**config.mk**
```make
export PLATFORM = sky130hd
export DESIGN_NAME = ysyx_24110006_axi_arbiter
export DESIGN_NICKNAME = d
export VERILOG_FILES = /design/src/rtl/ysyx_24110006_axi_arbiter.sv
export SDC_FILE = /design/constraint.sdc
export NUM_CORES = 1
export LEC_CHECK = 0
export ABC_AREA = 0
export BUFFER_PORTS_ARGS = -buffer_cell sky130_fd_sc_hd__buf_2
export CAP_MARGIN = 20
export CORE_AREA = 2 2 186 188
export CTS_BUF_LIST = sky130_fd_sc_hd__clkbuf_4
export DETAILED_ROUTE_END_ITERATION = 16
export DIE_AREA = 0 0 188 190
export HOLD_SLACK_MARGIN = 0.02
export SLEW_MARGIN = 20
export SYNTH_ARGS = -nofsm -noshare
export SYNTH_HDL_FRONTEND = slang
export SYNTH_SLANG_ARGS = --single-unit
```
**constraint.sdc**
```tcl
create_clock -name i_clock -period 3.6 [get_ports i_clock]
set_input_delay 0.18 -clock i_clock [delete_from_list [all_inputs] [get_ports i_clock]]
set_output_delay 0.18 -clock i_clock [all_outputs]
set_load 0.02 [all_outputs]
```
**src/rtl/ysyx_24110006_axi_arbiter.sv**
```systemverilog
// Two-master AXI4 arbiter: IFU (M0, read-only) and LSU (M1, read/write) share one memory slave.
// One whole transaction is granted at a time, round-robin; responses return only to the owner.
module ysyx_24110006_axi_arbiter #(
  parameter int ADDR_W = 32,
  parameter int DATA_W = 32
) (
  input  logic                i_clock,
  input  logic                i_reset,
  // M0 (IFU) read
  input  logic                i_m0_arvalid,
  input  logic [ADDR_W-1:0]   i_m0_araddr,
  input  logic [3:0]          i_m0_arid,
  input  logic [7:0]          i_m0_arlen,
  input  logic [2:0]          i_m0_arsize,
  input  logic [1:0]          i_m0_arburst,
  output logic                o_m0_arready,
  output logic                o_m0_rvalid,
  output logic [DATA_W-1:0]   o_m0_rdata,
  output logic [1:0]          o_m0_rresp,
  output logic                o_m0_rlast,
  output logic [3:0]          o_m0_rid,
  input  logic                i_m0_rready,
  // M1 (LSU) read
  input  logic                i_m1_arvalid,
  input  logic [ADDR_W-1:0]   i_m1_araddr,
  input  logic [3:0]          i_m1_arid,
  input  logic [7:0]          i_m1_arlen,
  input  logic [2:0]          i_m1_arsize,
  input  logic [1:0]          i_m1_arburst,
  output logic                o_m1_arready,
  output logic                o_m1_rvalid,
  output logic [DATA_W-1:0]   o_m1_rdata,
  output logic [1:0]          o_m1_rresp,
  output logic                o_m1_rlast,
  output logic [3:0]          o_m1_rid,
  input  logic                i_m1_rready,
  // M1 (LSU) write
  input  logic                i_m1_awvalid,
  input  logic [ADDR_W-1:0]   i_m1_awaddr,
  input  logic [3:0]          i_m1_awid,
  input  logic [7:0]          i_m1_awlen,
  input  logic [2:0]          i_m1_awsize,
  input  logic [1:0]          i_m1_awburst,
  output logic                o_m1_awready,
  input  logic                i_m1_wvalid,
  input  logic [DATA_W-1:0]   i_m1_wdata,
  input  logic [DATA_W/8-1:0] i_m1_wstrb,
  input  logic                i_m1_wlast,
  output logic                o_m1_wready,
  output logic                o_m1_bvalid,
  output logic [1:0]          o_m1_bresp,
  output logic [3:0]          o_m1_bid,
  input  logic                i_m1_bready,
  // Slave side
  output logic                o_s_awvalid,
  output logic [ADDR_W-1:0]   o_s_awaddr,
  output logic [3:0]          o_s_awid,
  output logic [7:0]          o_s_awlen,
  output logic [2:0]          o_s_awsize,
  output logic [1:0]          o_s_awburst,
  input  logic                i_s_awready,
  output logic                o_s_wvalid,
  output logic [DATA_W-1:0]   o_s_wdata,
  output logic [DATA_W/8-1:0] o_s_wstrb,
  output logic                o_s_wlast,
  input  logic                i_s_wready,
  input  logic                i_s_bvalid,
  input  logic [1:0]          i_s_bresp,
  input  logic [3:0]          i_s_bid,
  output logic                o_s_bready,
  output logic                o_s_arvalid,
  output logic [ADDR_W-1:0]   o_s_araddr,
  output logic [3:0]          o_s_arid,
  output logic [7:0]          o_s_arlen,
  output logic [2:0]          o_s_arsize,
  output logic [1:0]          o_s_arburst,
  input  logic                i_s_arready,
  input  logic                i_s_rvalid,
  input  logic [DATA_W-1:0]   i_s_rdata,
  input  logic [1:0]          i_s_rresp,
  input  logic                i_s_rlast,
  input  logic [3:0]          i_s_rid,
  output logic                o_s_rready,
  // Debug
  output logic [1:0]          o_dbg_state
);

  typedef enum logic [1:0] {
    S_IDLE  = 2'd0,
    S_M0_RD = 2'd1,
    S_M1_RD = 2'd2,
    S_M1_WR = 2'd3
  } state_t;

  state_t state_q;
  logic   last_grant_q;
  logic   ar_done_q;
  logic   aw_done_q;
  logic   w_done_q;

  logic req0;
  logic req1;
  logic ar_hs;
  logic aw_hs;
  logic w_hs;
  logic r_end;
  logic b_end;

  assign req0  = i_m0_arvalid;
  assign req1  = i_m1_arvalid | i_m1_awvalid;
  assign ar_hs = o_s_arvalid & i_s_arready;
  assign aw_hs = o_s_awvalid & i_s_awready;
  assign w_hs  = o_s_wvalid & i_s_wready;
  assign r_end = i_s_rvalid & o_s_rready & i_s_rlast;
  assign b_end = i_s_bvalid & o_s_bready;

  assign o_dbg_state = state_q;

  // Done flags stop an already-accepted address/data beat from being reissued
  // while the master keeps its valid high.
  always_ff @(posedge i_clock) begin
    if (i_reset) begin
      state_q      <= S_IDLE;
      last_grant_q <= 1'b1;
      ar_done_q    <= 1'b0;
      aw_done_q    <= 1'b0;
      w_done_q     <= 1'b0;
    end else begin
      case (state_q)
        S_IDLE: begin
          ar_done_q <= 1'b0;
          aw_done_q <= 1'b0;
          w_done_q  <= 1'b0;
          if (req0 && (!req1 || last_grant_q)) begin
            state_q      <= S_M0_RD;
            last_grant_q <= 1'b0;
          end else if (req1) begin
            state_q      <= i_m1_awvalid ? S_M1_WR : S_M1_RD;
            last_grant_q <= 1'b1;
          end
        end
        S_M0_RD, S_M1_RD: begin
          if (ar_hs) ar_done_q <= 1'b1;
          if (r_end) begin
            state_q   <= S_IDLE;
            ar_done_q <= 1'b0;
          end
        end
        S_M1_WR: begin
          if (aw_hs) aw_done_q <= 1'b1;
          if (w_hs)  w_done_q  <= 1'b1;
          if (b_end) begin
            state_q   <= S_IDLE;
            aw_done_q <= 1'b0;
            w_done_q  <= 1'b0;
          end
        end
        default: state_q <= S_IDLE;
      endcase
    end
  end

  // Pure combinational routing: everything defaults to zero, the owner's paths are opened.
  always_comb begin
    o_m0_arready = 1'b0;
    o_m0_rvalid  = 1'b0;
    o_m0_rdata   = '0;
    o_m0_rresp   = '0;
    o_m0_rlast   = 1'b0;
    o_m0_rid     = '0;
    o_m1_arready = 1'b0;
    o_m1_rvalid  = 1'b0;
    o_m1_rdata   = '0;
    o_m1_rresp   = '0;
    o_m1_rlast   = 1'b0;
    o_m1_rid     = '0;
    o_m1_awready = 1'b0;
    o_m1_wready  = 1'b0;
    o_m1_bvalid  = 1'b0;
    o_m1_bresp   = '0;
    o_m1_bid     = '0;
    o_s_awvalid  = 1'b0;
    o_s_awaddr   = '0;
    o_s_awid     = '0;
    o_s_awlen    = '0;
    o_s_awsize   = '0;
    o_s_awburst  = '0;
    o_s_wvalid   = 1'b0;
    o_s_wdata    = '0;
    o_s_wstrb    = '0;
    o_s_wlast    = 1'b0;
    o_s_bready   = 1'b0;
    o_s_arvalid  = 1'b0;
    o_s_araddr   = '0;
    o_s_arid     = '0;
    o_s_arlen    = '0;
    o_s_arsize   = '0;
    o_s_arburst  = '0;
    o_s_rready   = 1'b0;
    case (state_q)
      S_M0_RD: begin
        o_s_arvalid  = i_m0_arvalid & ~ar_done_q;
        o_s_araddr   = i_m0_araddr;
        o_s_arid     = i_m0_arid;
        o_s_arlen    = i_m0_arlen;
        o_s_arsize   = i_m0_arsize;
        o_s_arburst  = i_m0_arburst;
        o_m0_arready = i_s_arready;
        o_m0_rvalid  = i_s_rvalid;
        o_m0_rdata   = i_s_rdata;
        o_m0_rresp   = i_s_rresp;
        o_m0_rlast   = i_s_rlast;
        o_m0_rid     = i_s_rid;
        o_s_rready   = i_m0_rready;
      end
      S_M1_RD: begin
        o_s_arvalid  = i_m1_arvalid & ~ar_done_q;
        o_s_araddr   = i_m1_araddr;
        o_s_arid     = i_m1_arid;
        o_s_arlen    = i_m1_arlen;
        o_s_arsize   = i_m1_arsize;
        o_s_arburst  = i_m1_arburst;
        o_m1_arready = i_s_arready;
        o_m1_rvalid  = i_s_rvalid;
        o_m1_rdata   = i_s_rdata;
        o_m1_rresp   = i_s_rresp;
        o_m1_rlast   = i_s_rlast;
        o_m1_rid     = i_s_rid;
        o_s_rready   = i_m1_rready;
      end
      S_M1_WR: begin
        o_s_awvalid  = i_m1_awvalid & ~aw_done_q;
        o_s_awaddr   = i_m1_awaddr;
        o_s_awid     = i_m1_awid;
        o_s_awlen    = i_m1_awlen;
        o_s_awsize   = i_m1_awsize;
        o_s_awburst  = i_m1_awburst;
        o_m1_awready = i_s_awready;
        o_s_wvalid   = i_m1_wvalid & ~w_done_q;
        o_s_wdata    = i_m1_wdata;
        o_s_wstrb    = i_m1_wstrb;
        o_s_wlast    = i_m1_wlast;
        o_m1_wready  = i_s_wready;
        o_m1_bvalid  = i_s_bvalid;
        o_m1_bresp   = i_s_bresp;
        o_m1_bid     = i_s_bid;
        o_s_bready   = i_m1_bready;
      end
      default: ;
    endcase
  end

endmodule

```
# [Word level (Yosys, flattened, before mapping)]
# Cells that the tools add are included.
[word_totals] reg_bits=6 wordCells=93
[classes] n_eq_ne=9 mux=52 reduce_logical=13 n_bitwise=14
[ops] op="32-bit 2-to-1 mux" n=4
[ops] op="32-bit one-hot mux with 2 select lines" n=1
[ops] op="1-bit 2-to-1 mux" n=22
[ops] op="4-bit 2-to-1 mux" n=5
[ops] op="2-bit 2-to-1 mux" n=8
[ops] op="8-bit one-hot mux with 2 select lines" n=1
[ops] op="3-bit != test, second input constant" n=4
[ops] op="1-bit AND" n=10
[ops] op="1-bit one-hot mux with 2 select lines" n=5
[ops] op="8-bit 2-to-1 mux" n=1
[ops] op="4-bit one-hot mux with 2 select lines" n=1
[ops] op="2-bit AND reduction" n=4
[ops] op="2-bit one-hot mux with 3 select lines" n=1
[ops] op="3-bit one-hot mux with 2 select lines" n=1
[ops] op="2-bit nonzero test" n=3
[ops] op="2-bit equality test, second input constant" n=2
[ops] op="2-bit != test, second input constant" n=2
[ops] op="2-bit one-hot mux with 2 select lines" n=1
[ops] op="3-bit 2-to-1 mux" n=1
[ops] op="1-bit NOT" n=3
[ops] op="3-bit AND reduction" n=1
[ops] op="2-bit by 1-bit equality test with 1-bit output, second input constant" n=1
[ops] op="2-bit logical NOT" n=1
[ops] op="2-bit OR reduction" n=1
[ops] op="4 further kinds" n=4

# [Depth between registers and ports, before layout]
# Gate-level depths: netlist of run 1.
[logic_depth] word_depth=7 depth_mapped=8 mapped_depth_nobuf=6

# [Least setup slack after synthesis of run 1]
# Ideal clock, no wire load.
[synth_path] kind="reg2out" start="reg state_q[0] (netlist: o_dbg_state[0])" end="out o_s_araddr[0]" slack_ns=1.785 path_stages_with_launch=6 n_path_buf=2 t_required_ns=3.420 t_arrival_ns=1.635 path_cell_list="dfxtp_1 inv_1 ha_1 buf_2 clkbuf_1 nor2b_1"
[synth_via] elab_chain_len=2 word_cells_on_any_way=3 cone_classes="eq/ne: 2; mux: 1"
[synth_lines] item="start: declaration" line_no="95" source="state_t state_q;"
[synth_lines] item="start signal: assignment" line_no="138" source="state_q <= i_m1_awvalid ? S_M1_WR : S_M1_RD;"
[synth_lines] item="2-bit equality test or 2-bit by 1-bit equality test with 1-bit output (tied branches)" line_no="200" source="case (state_q)"
[synth_lines] item="32-bit one-hot mux with 2 select lines (*)" line_no="200"
[synth_lines] item="end: declaration" line_no="72" source="output logic [ADDR_W-1:0] o_s_araddr,"
# Mark *: on every way between the ends. The rest lies on a longest branch, timed or not.

# [Final worst setup path of run 1]
[layout_path] start="reg state_q[1] (netlist: o_dbg_state[1])" end="out o_s_araddr[6]"
# Same word-level chain as after synthesis.

==> results of run 1 <==
worst paths after layout:
path / slack [ns] / startpoint / endpoint / cells after the start
worst max-delay path: 1.02 / o_dbg_state[1]$_SDFFE_PP0P_ / o_s_araddr[6] / 5
worst min-delay path: 0.20 / i_reset / ar_done_q$_SDFFE_PP0P_ / 2
worst max register to register: 1.49 / o_dbg_state[1]$_SDFFE_PP0P_ / o_dbg_state[0]$_SDFFE_PP0P_ / 7
worst min register to register: 0.47 / aw_done_q$_SDFFE_PP0P_ / aw_done_q$_SDFFE_PP0P_ / 2
per-layer routing:
| layer | GRT usage | vias to the layer above | wire [um] |
|---|---|---|---|
| met5 | 0 | - | 30 |
| met4 | 0.0366 | 4 | 688 |
| met3 | 0.0253 | 34 | 1770 |
| met2 | 0.189 | 309 | 10100 |
| met1 | 0.0892 | 1919 | 6240 |
| li1 | - | 2093 | - |
state kept, by name, indices dropped and copies added, names as in the netlist:
register      flops
ar_done_q         1
aw_done_q         1
last_grant_q      1
o_dbg_state       2
w_done_q          1
area by class of cell:
class	instances	area, um^2
Antenna cell	6	15.0
Clock buffer	3	22.5
Fill cell	3938	28700
Inverter	4	15.0
Multi-Input combinational cell	321	2110
Sequential cell	6	120
Tap cell	455	569
Timing Repair Buffer	482	2440
logic make-up after synthesis:
kind of cell | Yosys count | share of synthesized area
buf+inv | 41 | 0.0780
fa+ha+maj | 6 | 0.0312
flops | 6 | 0.0499
compound gates | 62 | 0.194
mux | 2 | 0.00832
simple gates | 251 | 0.639
cell usage in the layout, fill, tap and decap left out, drive strengths merged, types with 2 or more instances in the layout:
cell type	Yosys	final
and2	179	179
ha	6	6
nor2b	51	51
clkbuf	22	3
dfxtp	6	6
nand2	10	10
o21ai	4	4
nand2b	2	2
nor2	6	6
inv	4	4
diode	0	6
a21oi	3	3
buf	15	482
mux2i	2	2
a22oi	50	50
Yosys cell counts (all sizes together):
cell,count,area [um^2]
nor2,6,22.5
o21a,1,7.51
a31oi,1,6.26
a22oi,50,389
nand2b,2,12.5
nand2,10,40.0
a211o,1,8.76
a21o,1,7.51
nand4,1,6.26
nor3b,1,7.51
dfxtp,6,120
nor3,1,10.0
clkbuf,22,82.6
and2,179,1120
mux2i,2,20.0
nor2b,51,319
buf,15,90.1
inv,4,15.0
a32oi,1,8.76
o21ai,4,23.8
ha,6,75.1
a21oi,3,15.0
power by group through the flow:
stage	Sequential [W]	Combinational [W]	Clock, W
4_1_cts	0.000104	0.00239	0.0000680
6_report	0.000104	0.00237	0.0000668
2_1_floorplan	0.000111	0.00157	0
5_1_grt	0.000107	0.00258	0.0000736
3_5_place_dp	0.000105	0.00239	0
3_3_place_gp	0.000101	0.00235	0
worst register-to-register path: cells and delay by family, from the launching register on:
kind	cells	cell delay [ns]
compound gates	2	0.42
mux	1	0.19
fa+ha+maj	1	0.22
simple gates	1	0.10
buf+inv	2	0.74
flops	1	0.36
through the flow:
stage	util	area, um^2	power, W	hold slack (ns)
5_1_grt	0.156	5290	0.00276	0.209
3_5_place_dp	0.154	5230	0.00249	0.463
4_1_cts	0.155	5260	0.00257	0.201
3_3_place_gp	0.154	5230	0.00245	0.441
6_report	0.156	5290	0.00254	0.199
2_1_floorplan	-	2410	0.00168	0.249
==> flow_results.org, run 1 <==
** Power and ir drop
- Internal power :: about 0.0010 W
- In this run the static leakage power is ~3.1 nW.
- Of the total power, the share spent switching nets is 0.594.
- Worst-case vdd ir drop :: 329 uV
- Relative contribution of the clock network to total power :: 0.026
- Areal power density over the cells :: 480 mW/mm^2
- The share of total power dissipated in sequential elements is 0.041.
- Of the total power, combinational logic draws 0.933.
- In this run the power spent charging and discharging nets is 0.00151 W.

** GRT
- The first global-routing pass estimated 25,100 um of wire.
- The number of antenna violations at the first check in global routing is 12.
- The via count of the first global-routing pass is around 4.0k.
- Entering global routing, the biggest net connects 89 pins.
- Overall overflow remaining after global route :: 0
- Global-route usage over all layers :: 0.0937

** Placement
- In this run, placement finished with an instance count of 1,267.
- The congestion estimate from routability-driven global placement came to between 0.9 and 1.
- Setup Slack @ Placement :: 1.20 ns
- After legalization and detailed placement, the total HPWL measured 16,700 um.
- Port buffering added 475 buffers.

** Setup path
- On the critical path the largest part of the delay comes from adder cells.
- Startpoint kind of the worst setup timing path :: register
- Together, buffers and inverters on the worst path number 3.
- For this design, the slowest cell found on the critical path is ha_1.
- CP Data Required Time :: 3.42 ns
- Critical Setup Path Class :: register to output port
- In this design, the stage delay of the slowest critical-path cell is 0.77 ns.
- Worst-path fanout max :: 26
- Critical Path, Cell by Cell :: inv_1 > ha_1 > buf_4 > nor2b_1 > buf_2
- STA classifies the critical path endpoint as an output port.
- Data arrival time of the critical path :: around 2.4 ns

** Min path
- The tightest min-delay check is of the input pin to register type.

** Timing
- Measured against its own limit, the worst slew margin works out to 0.428.
- Final worst slack :: 1.02 ns
- The final count of hold timing violations was 0.
- Crit share post-route :: 0.717
- For this run, the top clock speed supported by timing is 387 MHz.
- The smallest clock period supported by the final layout is computed as 2.58 ns.
- Setup repair after global routing left no endpoint under its margin.
- Pin slew with the least headroom to its limit :: between 0.8 and 0.9 ns
- The number of pins exceeding their max-slew limit in the final report was 0.
- Worst setup skew after layout :: 0.00497 ns
- Setup violations remaining at the end of the flow were counted as 0.
- Summed over all failing endpoints, the final setup total negative slack is 0 ns.

** CTS
- TritonCTS built the clock tree.
- Clock latency on the worst-skew pair :: 0.25 ns
- CTS hold repair buffers :: 0
- CTS built an H-tree with a depth of 1.
- Clock-pin slew on the worst setup and hold paths :: approximately 0.050 ns
- Gates resized during post-CTS repair numbered 0.
- Inserted Clock Buffers :: 3
- Largest buffer count on any clock path :: 2
- Root buf cell :: clkbuf_4
- Sink count of the clock tree :: 6
- Count of buffers added by post-CTS timing repair for setup :: 0

** Cells and area
- Fraction of layout instances using a drive strength above 1 :: 0.603
- Layout-stage area growth over the synthesis result :: 120%
- Non-filler cells, final :: 1,277
- For this run, the post-layout net count is 1,067.

** Floorplan
- From bottom edge to top edge, the die measures 190 um.
- The die covers 0.0357 mm^2.
- I/O pin count :: 476
- Effective utilization at floorplan :: 0.0709
- X dimension of the die :: 188 um
- Core area :: between 0.03 and 0.04 mm^2
- After floorplanning, the core was divided into 68 placement rows.

** Synth
- The cell area that synthesis handed to floorplanning was 0.00241 mm^2.
- In this run the mean area of a mapped cell was 6.54 um^2.
- Count of mapped cells out of synthesis :: 368
- Seq cells post-synth :: 6
- During synthesis, Yosys emitted a total of 0 warnings.
- Net count after synthesis :: 617
- Yosys mapped the design onto 28 distinct sky130hd cell types.
- Of the synthesized area, sequential elements account for 0.0499.

** Detailed routing
- For this run, the detailed router's first-pass iteration total came to 4.
- Routed Antenna Nets :: 0
- The detailed router finished its first iteration with 100 violations.
- In the routed design, unresolved DRC markers number 0.
- Drt wl/cell :: 14.7 um
- The final layout contains routed wiring with a total length of 18,800 um.
- Detailed routing inserted a total of 4,359 vias.
- After detailed routing, the number of vias per cell comes to about 3.4.

** Outcome
- The flow ran to the end, and the final reports show no timing, DRC or antenna violations.

** Job
- The tool flagged a number of max-cap violations equal to 0.
No activity file was read; power rests on OpenSTA's default activity.
==> run 2: changes to the inputs <==
- CORE_AREA: 2 2 186 188 -> 2 2 184 186
- DIE_AREA: 0 0 188 190 -> 0 0 186 188
- clock period: 3.6 -> 2.3 ns (I/O delays scaled with it)
==> run 2 against run 1 <==
Against the previous run: sequential share of layout area barely moved; register-to-register slack lost 0.92 ns; final cell count shrank 0.78%; critical path depth up 1; worst hold slack got worse by 0.063 ns; clock power is 69% higher; non-clock buffer count increased by 1; total power up 60%; flip-flop and latch count did not move; core utilization is 0.50 points higher; sequential power grew 58%; first-iteration DRC count grew 21%.
==> flow_results.org, run 2 (synthesized netlist as in run 1, its figures left out) <==
** Detailed routing
- Iteration-0 DRC count of the detailed router :: 121 (+21%)
- The average wire per standard cell was 15.1 um (+2.1%).
- The total wire length after detailed routing is 19,100 um (+1.3%).
- Number of remaining DRC errors :: 0 (unchanged)
- The number of vias in the routed layout came to 4,309 (-1.1%).
- Routed Antenna Nets :: 0 (unchanged)
- Via density per instance :: 3.40 (-0.37%)
- The detailed-routing iteration count for the pre-antenna-repair pass was 4 (unchanged).

** Floorplan
- The cell row count came to 67 (-1.5%).
- The starting utilization of the core area is 0.0727 (+0.00179).
- I/O pin count :: 476 (unchanged)
- Die ar. :: 0.0350 mm^2 (-2.1%)
- X dimension of the die :: 186 um (-1.1%)
- Core area :: 0.0331 mm^2 (-2.5%)
- The height of the die came to 188 um (-1.1%).

** Power and ir drop
- Register share of total power :: 0.040 (about the same)
- The leakage component of the power was 3.15 nW (+0.55%).
- The fraction of power consumed by combinational cells came to 0.932 (about the same).
- Post-route total power :: 0.00406 W (+60%)
- The net switching component of the power was 0.00238 W (+58%).
- The fraction of power spent switching nets was 0.586 (-0.00806).
- The worst voltage drop across the vdd grid came to 385 uV (+17%).
- Internal power :: 0.00168 W (+63%)
- Areal power density over the cells :: 762 mW/mm^2 (+59%)
- Relative contribution of the clock network to total power :: 0.028 (+0.002)

** CTS
- The maximum buffer depth of the clock tree came to 2 (unchanged).
- The clock latency reported for the late side of the worst-skew pair came to 0.26 ns (about the same).
- The number of buffers inserted during clock tree synthesis is 3 (unchanged).
- The number of buffers inserted to repair setup after CTS came to 0 (unchanged).
- Sink count of the clock tree :: 6 (unchanged)
- Clock-pin slew on the worst setup and hold paths :: 0.07 ns (+0.02 ns)
- H-Tree Level Count :: 1 (unchanged)
- TritonCTS built the clock tree.
- Root buf cell :: clkbuf_4

** Setup path
- Critical Setup Path Class :: register to output port
- Worst r2r src :: o_dbg_state[1]$_SDFFE_PP0P_
- Startpoint kind of the worst setup timing path :: register
- The biggest fanout along the worst timing path is 23 (-12%).
- Setup crit start :: o_dbg_state[1]$_SDFFE_PP0P_
- The delay of the slowest cell on the worst path is 0.51 ns (-0.26 ns).
- CP Data Required Time :: 2.18 ns (-1.24 ns)
- Walking the worst path, the cells encountered are inv_1 > ha_2 > buf_4 > a22oi_1 > nor2b_1 > buf_2.
- Data arrival time of the critical path :: 2.01 ns (-0.39 ns)
- Capturing element type of the critical path :: output port
- On the critical path, the stage with the largest delay is an instance of ha_2.

** Min path
- In this run the worst hold path is classified as input pin to register.
- In this run the most critical hold path is launched from i_reset.

** Timing
- The worst path needs 2.12 ns of the cycle, external delays included.
- Worst hold slack across all endpoints :: 0.136 ns (-0.0632 ns)
- Final setup fails :: 0 (unchanged)
- The final count of hold timing violations came to 0 (unchanged).
- The number of pins exceeding their max-slew limit in the final report is 0 (unchanged).
- Of the available clock period, the critical path in the final layout requires 0.923.
- Final sum of negative setup slack :: 0 ns (unchanged)
- Headroom to the max-slew limit :: 0.673 (+0.245)
- Upper clock frequency limit :: 471 MHz
- The transition time of the tightest slew-check pin was 0.491 ns (-0.368 ns).
- Setup repair after global routing left no endpoint under its margin.
- Worst setup skew after layout :: 0.0130 ns (+0.00799 ns)

** GRT
- Global-route usage over all layers :: 0.0978 (+0.00411)
- Largest net degree at the start of global routing :: 71 (-20%)
- Overall overflow remaining after global route :: 0 (unchanged)
- The global-route wire length before repair was 25,000 um (-0.16%).
- The via count of the first global-routing pass came to 3,885 (-3.9%).
- Number of antenna violations at the first check in global routing :: 10 (-2)

** Job
- The max-cap violation count is 0 (unchanged).

** Placement
- The post-detailed-placement half-perimeter wirelength is 17,200 um (+3.4%).
- Buffers on Ports :: 475 (unchanged)
- RePlAce Congestion :: 0.938 (-4.9%)

** Cells and area
- # nets final :: 1,068 (+0.094%)
- Relative to the synthesized area, the layout overhead comes to 121%.
- The share of post-route cells with drive strength above 1 came to 0.603 (about the same).
- The top cell types in the final layout, fill and taps aside, are buf_2 (475), and2_1 (179), nor2b_1 (51), a22oi_1 (49), nand2_1 (9).
- The fill cell instance count of the final layout was 3,803 (-3.4%).
- Most common cell after layout, fill and taps aside :: buf_2
- The number of flip-flops in the largest register was 2 (unchanged).

** Outcome
- The flow ran to the end, and the final reports show no timing, DRC or antenna violations.
-- run 2: changes by cell type in the layout (fill, tap and decap cells not counted) --
cell | before | now
buf_12 | 1 | 4
diode_2 | 6 | 2
ha_2 | 3 | 2
buf_4 | 6 | 4
ha_4 | 0 | 1
-- run 2: path summary, 6_finish.rpt --
check,to,slack [ns],cells past startpoint
max reg2reg,o_dbg_state[0]$_SDFFE_PP0P_,0.57,6
min reg2reg,aw_done_q$_SDFFE_PP0P_,0.47,2
min,aw_done_q$_SDFFE_PP0P_,0.14,2
max,o_s_araddr[2],0.18,6
-- run 2: power by group through the flow --
stage | registers, W | logic, W | clock network, W
after global routing | 0.000172 | 0.00409 | 0.000130
final | 0.000164 | 0.00378 | 0.000113
after CTS | 0.000161 | 0.00381 | 0.000122
after global placement | 0.000159 | 0.00376 | 0
after floorplan | 0.000174 | 0.00246 | 0
after detailed placement | 0.000164 | 0.00380 | 0
-- run 2: worst max-delay path, delay by kind of cell (launching register included) --
family / cells / cell delay, ns
buffers and inverters: 3 / 0.63
flip-flops: 1 / 0.38
AND/OR/NAND/NOR: 1 / 0.12
AO/OA/AOI/OAI: 1 / 0.11
adder cells (fa/ha/maj): 1 / 0.51
-- run 2: final cells by class --
class | count | area [um^2] | area share
flip-flops and latches | 6 | 120 | 0.0225
well taps | 448 | 561 | 0.105
diodes | 2 | 5.00 | 0.000939
inverters | 4 | 15.0 | 0.00282
multi-input cells | 321 | 2120 | 0.397
clock buffers | 3 | 22.5 | 0.00423
repair buffers | 483 | 2490 | 0.467
-- run 2: through the flow --
| step | setup slack, ns | instance area, um^2 | instances | util |
|---|---|---|---|---|
| floorplan | 0.550 | 2410 | 368 | - |
| global placement | 0.467 | 5290 | 1262 | 0.160 |
| detailed placement | 0.363 | 5290 | 1262 | 0.160 |
| CTS | 0.144 | 5310 | 1265 | 0.160 |
| global route | 0.000157 | 5330 | 1266 | 0.161 |
| finish | 0.176 | 5330 | 1267 | 0.161 |
-- run 2: repair_timing --
action / 4_1_cts / 5_1_grt
setup endpoints to repair: 0 / 3
resized for setup: 0 / 1
hold buffers: 0 / 0
hold endpoints to repair: 0 / 0
-- run 2: routing by layer --
| metal | GRT usage | vias up | wire, um |
|---|---|---|---|
| met5 | 0 | - | 88 |
| met4 | 0.0121 | 12 | 174 |
| met3 | 0.0365 | 24 | 2060 |
| met2 | 0.211 | 284 | 10600 |
| met1 | 0.0831 | 1894 | 6120 |
| li1 | - | 2095 | - |
==> run 3: changes to the inputs <==
- PLACE_DENSITY: default -> 0.3
==> run 3 against run 2 <==
Against the previous run: critical endpoint is now o_s_rready; design area grew 0.33%; largest power group unchanged; non-clock buffer count grew 4; critical path depth shrank 1; register-to-register slack gained 0.09 ns; sequential share of layout area is essentially flat.
==> flow_results.org, run 3 (synthesized netlist as in run 1, its figures left out) <==
** CTS
- The number of buffers inserted during clock tree synthesis was 3 (unchanged).
- Cells resized by post-CTS repair :: 0 (unchanged)
- Sink count of the clock tree :: 6 (unchanged)
- Count of buffers added by post-CTS timing repair for setup :: 0 (unchanged)
- CTS hold repair buffers :: 0 (unchanged)
- Clock-pin slew on the worst setup and hold paths :: 0.06 ns (about the same)
- The maximum buffer depth of the clock tree came to 2 (unchanged).
- The depth of the CTS H-tree came to 1 (unchanged).
- Root buf cell :: clkbuf_4
- CTS tree :: yes
- The clock latency reported for the late side of the worst-skew pair was 0.26 ns (about the same).

** Floorplan
- The core outline area was 0.0331 mm^2 (unchanged).
- Vertical die dimension :: 188 um (unchanged)
- The starting utilization of the core area was 0.0727 (unchanged).
- X dimension of the die :: 186 um (unchanged)
- The top-level port count came to 476 (unchanged).
- Site row count :: 67 (unchanged)
- The overall die area was 0.0350 mm^2 (unchanged).

** Timing
- Crit share post-route :: 0.875 (-0.0483)
- The number of pins exceeding their max-slew limit in the final report is 0 (unchanged).
- Worst setup skew after layout :: 0.00611 ns (-0.00686 ns)
- Final Critical Period :: 2.01 ns (-0.111 ns)
- The final count of hold timing violations was 0 (unchanged).
- The final sum of negative setup slack was 0 ns (unchanged).
- Unrepaired setup endpoints after global routing :: false
- The highest achievable clock rate is 497 MHz (+5.5%).
- Final worst slack :: 0.287 ns (+0.111 ns)
- Final setup fails :: 0 (unchanged)
- The transition time of the tightest slew-check pin was 0.435 ns (-0.0551 ns).
- The normalized max-slew margin was 0.710 (+0.0367).

** Setup path
- Worst r2r src :: o_dbg_state[0]$_SDFFE_PP0P_
- CP Data Required Time :: 2.18 ns (about the same)
- The depth of the worst register-to-register path is 6 (unchanged).
- Capturing element type of the critical path :: output port
- Worst-path fanout max :: 54 (+130%)
- Register-to-register setup slack :: 0.66 ns (+0.09 ns)
- Setup crit start :: o_dbg_state[1]$_SDFFE_PP0P_
- Reg-to-reg critical path endpoint :: o_dbg_state[0]$_SDFFE_PP0P_
- Critical Setup Path Class :: register to output port
- Data arrival time of the critical path :: 1.90 ns (-0.11 ns)
- Startpoint kind of the worst setup timing path :: register
- The most critical setup path has its endpoint at o_s_rready.

** Power and ir drop
- The power per unit of standard cell area came to 771 mW/mm^2 (+1.1%).
- The worst voltage drop across the vdd grid is 514 uV (+34%).
- The leakage component of the power is 3.17 nW (+0.60%).

** Cells and area
- The share of post-route cells with drive strength above 1 was 0.605 (+0.00193).
- The top cell types in the final layout, fill and taps aside, are buf_2 (475), and2_1 (179), nor2b_1 (51), a22oi_1 (49), nand2_1 (9).
- The register area is 120 um^2 (unchanged).
- Flip-flop count of the largest register, all copies and words added :: 2 (unchanged)
- Fill cell total of the finished layout :: 3,861 (+1.5%)
- The final net count came to 1,072 (+0.37%).
- Multi-input gate area in the final layout :: 0.00211 mm^2 (-0.47%)
- Compared with the post-synthesis result, the final layout area differs by 122%.
- Leaving out fill and tap cells, the most frequent cell in the layout is buf_2.

** Detailed routing
- The average wire per standard cell was 14.4 um (-4.2%).
- Vias :: 4,184 (-2.9%)
- Via density per instance :: 3.29 (-3.1%)
- The detailed-routing iteration count for the pre-antenna-repair pass came to 4 (unchanged).
- The count of routing violations after the opening detailed-route iteration is 86 (-29%).
- The total wire length after detailed routing came to 18,300 um (-4.0%).
- The final routed DRC violation total is 0 (unchanged).
- Routed Antenna Nets :: 0 (unchanged)

** Placement
- HPWL after detailed placement :: 15,900 um (-7.9%)
- The number of buffers inserted by port buffering is 475 (unchanged).
- The placement-stage worst setup slack was 0.484 ns (+0.121 ns).
- The final weighted congestion of routability-driven global placement is 0.773 (-18%).

** GRT
- Number of antenna violations at the first check in global routing :: 6 (-4)
- Largest net degree at the start of global routing :: 103 (+45%)
- The all-layer global routing usage was 0.0938 (-0.00401).
- The global-route wire length before repair is 24,900 um (-0.61%).
- Overall overflow remaining after global route :: 0 (unchanged)
- The via count of the first global-routing pass is 4,047 (+4.2%).

** Job
- The max-cap violation count came to 0 (unchanged).

** Min path
- Worst min-delay path category :: input pin to register

** Outcome
- The run finished with clean final reports.
==> run 3: cell types whose count changed in the layout (fill, tap and decap cells not counted) <==
cell	previous run	this run
buf_4	4	8
diode_2	2	1
ha_2	2	3
ha_4	1	0
==> run 3: area by class of cell <==
type | count | share of cell area
Antenna cell | 1 | 0.000468
Clock buffer | 3 | 0.00421
Inverter | 4 | 0.00281
Multi-Input combinational cell | 321 | 0.394
Sequential cell | 6 | 0.0225
Tap cell | 448 | 0.105
Timing Repair Buffer | 487 | 0.471
==> run 3: power breakdown <==
group / switching [W] / internal [W] / total (W)
sequential: 0.0000328 / 0.000129 / 0.000162
combinational: 0.00233 / 0.00152 / 0.00385
clock: 0.0000519 / 0.0000600 / 0.000112
==> run 3: worst min-delay path by stage <==
stage | from | endpoint | slack (ns) | depth (start not counted)
3_3_place_gp | i_reset | aw_done_q$_SDFFE_PP0P_ | 0.42 | 2
5_1_grt | i_reset | ar_done_q$_SDFFE_PP0P_ | 0.15 | 2
6_report | i_reset | ar_done_q$_SDFFE_PP0P_ | 0.15 | 2
3_5_place_dp | i_reset | aw_done_q$_SDFFE_PP0P_ | 0.42 | 2
4_1_cts | i_reset | aw_done_q$_SDFFE_PP0P_ | 0.14 | 2
2_1_floorplan | i_reset | aw_done_q$_SDFFE_PP0P_ | 0.18 | 1
==> run 3: metrics by stage <==
step,cell area [um^2],hold slack (ns),power [W],cells,util
detailed placement,5320,0.416,0.00410,1266,0.161
finish,5350,0.147,0.00412,1270,0.161
global placement,5320,0.419,0.00413,1266,0.161
global route,5340,0.154,0.00448,1269,0.161
CTS,5340,0.145,0.00422,1269,0.161
floorplan,2410,0.184,0.00263,368,-
==> run 3: critical path, stage by stage, from the launching register on <==
cell	delay, ns
dfxtp_1	0.44
inv_1	0.12
ha_1	0.33
buf_12	0.22
nor2b_1	0.28
buf_2	0.24
==> run 3: metal layers <==
| layer | part of all wire | GRT usage |
|---|---|---|
| met2 | 0.55 | 0.197 |
| met4 | 0.0038 | 0.00999 |
| met1 | 0.35 | 0.0938 |
| met5 | 0.0027 | 0 |
| met3 | 0.090 | 0.0198 |
